**config.mk**
```make
export PLATFORM = sky130hd
export DESIGN_NAME = router_fsm_ctrl
export DESIGN_NICKNAME = d
export VERILOG_FILES = /design/src/rtl/router_fsm_ctrl.sv
export SDC_FILE = /design/constraint.sdc
export NUM_CORES = 1
export LEC_CHECK = 0
export BUFFER_PORTS_ARGS = -buffer_cell sky130_fd_sc_hd__buf_2
export CAP_MARGIN = 10
export CORE_AREA = 2 2 39 41
export DETAILED_ROUTE_END_ITERATION = 10
export DIE_AREA = 0 0 41 43
export SYNTH_ARGS = -nofsm -noshare
export SYNTH_HDL_FRONTEND = slang
export SYNTH_SLANG_ARGS = --single-unit
```
**constraint.sdc**
```tcl
create_clock -name clock -period 2.02 [get_ports clock]
set_clock_uncertainty 0.15 [all_clocks]
set_input_delay 0.101 -clock clock [delete_from_list [all_inputs] [get_ports clock]]
set_output_delay 0.101 -clock clock [all_outputs]
set_load 0.02 [all_outputs]
```
**src/rtl/router_fsm_ctrl.sv**
```systemverilog
// Packet-sequencing controller for the 1x3 router: steps each packet through
// header decode, payload load, FIFO-full stall and parity phases.
module router_fsm_ctrl (
  input  logic       clock,
  input  logic       resetn,
  input  logic       pkt_valid,
  input  logic [1:0] data_in,
  input  logic       fifo_full,
  input  logic       fifo_empty_0,
  input  logic       fifo_empty_1,
  input  logic       fifo_empty_2,
  input  logic       soft_reset_0,
  input  logic       soft_reset_1,
  input  logic       soft_reset_2,
  input  logic       parity_done,
  input  logic       low_pkt_valid,
  output logic       detect_add,
  output logic       lfd_state,
  output logic       ld_state,
  output logic       laf_state,
  output logic       full_state,
  output logic       write_enb_reg,
  output logic       rst_int_reg,
  output logic       busy
);

  typedef enum logic [2:0] {
    DECODE_ADDRESS     = 3'd0,
    LOAD_FIRST_DATA    = 3'd1,
    LOAD_DATA          = 3'd2,
    FIFO_FULL_STATE    = 3'd3,
    LOAD_AFTER_FULL    = 3'd4,
    LOAD_PARITY        = 3'd5,
    CHECK_PARITY_ERROR = 3'd6,
    WAIT_TILL_EMPTY    = 3'd7
  } state_t;

  state_t     state_q, state_d;
  logic [1:0] addr_q, addr_d;

  logic empty_din;   // empty flag of the port named by the incoming header
  logic empty_addr;  // empty flag of the latched destination
  logic soft_addr;   // soft reset of the latched destination

  always_ff @(posedge clock or negedge resetn) begin
    if (!resetn) begin
      state_q <= DECODE_ADDRESS;
      addr_q  <= '0;
    end else begin
      state_q <= state_d;
      addr_q  <= addr_d;
    end
  end

  always_comb begin
    empty_din = 1'b0;
    case (data_in)
      2'd0:    empty_din = fifo_empty_0;
      2'd1:    empty_din = fifo_empty_1;
      2'd2:    empty_din = fifo_empty_2;
      default: empty_din = 1'b0;
    endcase
  end

  // Address 3 has no FIFO, so neither its empty flag nor soft reset exists.
  always_comb begin
    empty_addr = 1'b0;
    soft_addr  = 1'b0;
    case (addr_q)
      2'd0: begin
        empty_addr = fifo_empty_0;
        soft_addr  = soft_reset_0;
      end
      2'd1: begin
        empty_addr = fifo_empty_1;
        soft_addr  = soft_reset_1;
      end
      2'd2: begin
        empty_addr = fifo_empty_2;
        soft_addr  = soft_reset_2;
      end
      default: begin
        empty_addr = 1'b0;
        soft_addr  = 1'b0;
      end
    endcase
  end

  always_comb begin
    state_d = state_q;
    addr_d  = addr_q;
    unique case (state_q)
      DECODE_ADDRESS: begin
        if (pkt_valid) begin
          addr_d = data_in;
          if (data_in != 2'd3) begin
            state_d = empty_din ? LOAD_FIRST_DATA : WAIT_TILL_EMPTY;
          end
        end
      end
      LOAD_FIRST_DATA: state_d = LOAD_DATA;
      LOAD_DATA: begin
        if (fifo_full)       state_d = FIFO_FULL_STATE;
        else if (!pkt_valid) state_d = LOAD_PARITY;
      end
      FIFO_FULL_STATE: begin
        if (!fifo_full) state_d = LOAD_AFTER_FULL;
      end
      LOAD_AFTER_FULL: begin
        if (parity_done)        state_d = DECODE_ADDRESS;
        else if (low_pkt_valid) state_d = LOAD_PARITY;
        else                    state_d = LOAD_DATA;
      end
      LOAD_PARITY: state_d = CHECK_PARITY_ERROR;
      CHECK_PARITY_ERROR: begin
        state_d = fifo_full ? FIFO_FULL_STATE : DECODE_ADDRESS;
      end
      WAIT_TILL_EMPTY: begin
        if (empty_addr) state_d = LOAD_FIRST_DATA;
      end
      default: state_d = DECODE_ADDRESS;
    endcase

    // Soft reset of the addressed port overrides every transition above.
    if (state_q != DECODE_ADDRESS && soft_addr) begin
      state_d = DECODE_ADDRESS;
    end
  end

  always_comb begin
    detect_add    = (state_q == DECODE_ADDRESS);
    lfd_state     = (state_q == LOAD_FIRST_DATA);
    ld_state      = (state_q == LOAD_DATA);
    laf_state     = (state_q == LOAD_AFTER_FULL);
    full_state    = (state_q == FIFO_FULL_STATE);
    rst_int_reg   = (state_q == CHECK_PARITY_ERROR);
    write_enb_reg = (state_q == LOAD_DATA) || (state_q == LOAD_PARITY) ||
                    (state_q == LOAD_AFTER_FULL);
    busy          = (state_q != DECODE_ADDRESS) && (state_q != LOAD_DATA);
  end

endmodule

```
# After elaboration in Yosys (flattened, before gate mapping)
# Cells that the tools add are included.
# word_totals
register_bits,5
in_bits,14
out_inout_bits,8
# classes
eq_ne,18
muxes,15
reduce_logical,10
# ops
operator,n
$mux W3,10
$pmux W3 S8,1
$eq A3 B3 Y1 const B,4
$ne A3 B2 Y1 const B,3
$pmux W1 S3,3
$eq A3 B2 Y1 const B,2
$reduce_and A5 Y1,1
$eq A2 B1 Y1 const B,2
$eq A2 B2 Y1 const B,2
$logic_not A2 Y1,2
$ne A4 B3 Y1 const B,1
$eq A3 B1 Y1 const B,1
$logic_not A3 Y1,1
$ne A3 B1 Y1 const B,1
$ne A3 B3 Y1 const B,1
$reduce_bool A3 Y1,1
$logic_and A1 B1 Y1,2
$logic_or A1 B1 Y1,2
$mux W2,1
$ne A2 B2 Y1 const B,1
$reduce_and A2 Y1,1

# Logic depth before layout (Yosys ltp)
# logic_depth
ltp_word,7
depth_mapped,6
ltp_nobuf,5

# Worst setup path before layout
# Ideal clock, no wire load.
# synth_path
kind,register -> register
from,register state_q[1]
to,register state_q[1]
setup_time_ns,0.129
t_arrival_ns,1.527
required_time_ns,1.741
path_slack_ns,0.214
path_stages_with_launch,6
cell_sequence,dfrtp_1 -> buf_2 -> nor3b_1 -> o21ai_0 -> a21oi_1 -> nor3_1
# synth_lines
element,line_no,source
"start, declared",38,"state_t state_q, state_d;"
"start signal, assigned",50,state_q <= state_d;
$eq A3 B3 Y1,n/a,
net laf_state,20,"output logic laf_state,"
$pmux W3 S8,92,unique case (state_q)
$mux W3,125,if (state_q != DECODE_ADDRESS && soft_addr) begin
# The timed path passes the listed nets, and every way through them passes these cells.
# A chain may end at the register's enable or synchronous reset.

# Worst setup path in the final report
# layout_path
from,register state_q[1]
to,output write_enb_reg
# layout_between
elab_chain_cells,3
# layout_lines
element,line_no,source
$eq A3 B2 Y1 or $eq A3 B3 Y1 (tied branches),137,write_enb_reg = (state_q == LOAD_DATA) || (state_q == LOAD_PARITY) ||
$logic_or A1 B1 Y1,137,
$logic_or A1 B1 Y1 *,137,
"end, declared",22,"output logic write_enb_reg,"
# Every way passes the cells marked *; elsewhere a longest branch is shown, timed or not.

==> impl_metrics.toml <==
[clock_network]
clk_latency_ps = 240
clk_pin_slew_worst_paths_ps = 40
cts_made_buffers = 3
clock_sinks = 5
postCtsSetupBuffers = 0
htreeDepth = 1
root_buffer = "clkbuf_4"
cts.path.max_buffers = 2
cts_tree = "yes"
cts_resized = 0
holdBufCountCts = 2

[sta]
worst_slew_pin_slew_ps = 401
max_freq_mhz = 608
rsz0062_at_grt = "false"
finalSetupTns_ps = 0
post-route-period-util_pct = 81.5
min_period_ps = 1650
slew_violations = 0
hold_violations = 0
max_slew_margin_pct = 73.2
setup_violations = 0

[detailed_routing]
drc = 0
vias_per_cell = 4.81
wl_per_cell_um = 10.6
vias = 481
wl_mm = 1.06
drt_iter0_markers = 4
first_pass_iters = 4
ant_nets = 0

[synthesis]
synth_cells = 59
yosysUniqueCellTypes = 26
seq_area_frac_synth_pct = 25.7
ys_seq_elements = 5
yosys_warnings = 0
syn-num-nets = 73
synth_area_per_cell_um2 = 8.25
synth_area_um2 = 487

[power_and_ir_drop]
vdd_drop_max_uv = 855
power_density_mw_per_mm2 = 1450
p_total_mw = 0.934
leakage_nw = 0.324

[worst_setup_path]
required_ps = 1770
cp-end-kind = "output pin"
cp_data_arrival_time_ps = 1400
path_class = "reg -> out"
cp-start-kind = "flop"
crit_fanout = 13

[floorplanning]
dieWidth_um = 41
io_pins = 22
start_util_pct = 35.2
core_area_mm2 = 0.00138
die_area_mm2 = 0.00176
rows = 14
die_y_um = 43

[global_routing]
first_global_vias = 413
grt_max_degree = 14
grt.overflow.total = 0
grt_pass1_wl_mm = 1.64
antenna_found_initial = 0
track_usage_pct = 13.7

[place]
place.gp.congestion = 0.717
io_buffers = 21
place_inst = 94
dpl_cell_area_um2 = 596
place_hpwl_um = 858

[layout]
fin_cells = 100
n_antenna_cell = 0
fin_nets = 99
final_core_util_pct = 46.4
stdcell_area_um2 = 642
syn_to_final_growth_pct = 31.9
drive_gt1_share_pct = 38.1

[min_path]
hold_class = "in -> reg"

[status]
status = "completed"

[run]
cap_viol_max_count = 0
## per-layer routing
metal,vias to the layer above,share of wire (%),global-route usage (%)
met3,0,11,7.85
li1,263,-,-
met5,-,0,0
met1,197,47,18.2
met2,21,42,19.4
met4,0,0,2.00
## synth_stat cells
cell type	number	area [um2]
nor3_1	3	15.0
nor3b_1	2	15.0
o21a_1	2	15.0
nand3b_1	1	7.51
dfrtp_1	5	125
nand2b_1	2	12.5
nor2_4	1	11.3
a211oi_2	1	12.5
and3_1	2	12.5
nor2b_1	1	6.26
mux2_4	2	30.0
nor2_1	6	22.5
a21oi_1	7	35.0
a211oi_1	1	7.51
inv_1	5	18.8
mux2i_1	2	20.0
a31oi_1	1	6.26
o21ai_0	7	35.0
o21bai_4	1	18.8
nand2_2	1	6.26
buf_2	1	5.00
nand2_1	1	3.75
buf_6	1	11.3
or2_4	1	8.76
nor4b_2	1	15.0
o211a_1	1	10.0
## power breakdown
| group | internal [mW] | leakage (nW) | total [mW] | switching, mW |
|---|---|---|---|---|
| combinational | 0.255 | 0.248 | 0.563 | 0.308 |
| clock | 0.0745 | 0.0150 | 0.112 | 0.0377 |
| sequential | 0.150 | 0.0612 | 0.259 | 0.108 |
## cells in the final DEF, fill, tap and decap left out, types with 2 or more instances in the layout
master         count
o21a_1             2
a21oi_1            7
dfrtp_1            5
and3_1             2
inv_1              5
mux2_4             2
buf_2             21
dlygate4sd3_1      2
nor3b_1            2
nand2b_1           2
nor3_1             3
nor2_1             6
o21ai_0            7
mux2i_1            2
clkbuf_4           3
## kinds of logic after synthesis
| logic type | count (synthesis) | synth area share [%] |
|---|---|---|
| simple gates | 22 | 28.0 |
| compound gates | 21 | 28.8 |
| buf+inv | 7 | 7.20 |
| flops | 5 | 25.7 |
| mux | 4 | 10.3 |
## registers in the layout (all words and copies together) (netlist names)
signal and flops:
state_q 3, addr_q 2
## cell type report
cell class / count / area (um2)
fill: 145 / 742
timing repair buffer: 23 / 125
tap: 16 / 20.0
clock buffer: 4 / 26.3
sequential: 5 / 125
multi-input combinational: 47 / 327
inverter: 5 / 18.8
## per-stage QoR
stage / setup slack [ps] / hold WS, ps
CTS: 369 / 6.84
floorplan: 214 / -345
finish: 374 / 16.3
global placement: 410 / -232
global route: 196 / 2.17
detailed placement: 420 / -232
## critical path, cell delays in order, from the launching register on
cell      delay, ps
dfrtp_1         580
nand2b_1        210
o21ai_0         180
buf_2           180
## path summary, 6_finish.rpt
check,to,cells past startpoint,startpoint,slack [ps]
setup reg to reg,addr_q[0]$_DFFE_PN0P_,4,state_q[0]$_DFFE_PN0P_,430
max in group asynchronous,addr_q[1]$_DFFE_PN0P_,2,resetn,1550
min in group asynchronous,state_q[1]$_DFFE_PN0P_,2,resetn,50
setup / recovery,write_enb_reg,3,state_q[1]$_DFFE_PN0P_,370
hold reg to reg,addr_q[1]$_DFFE_PN0P_,1,addr_q[1]$_DFFE_PN0P_,470
hold / removal,addr_q[1]$_DFFE_PN0P_,2,data_in[1],20
No activity file was read; power rests on OpenSTA's default activity.
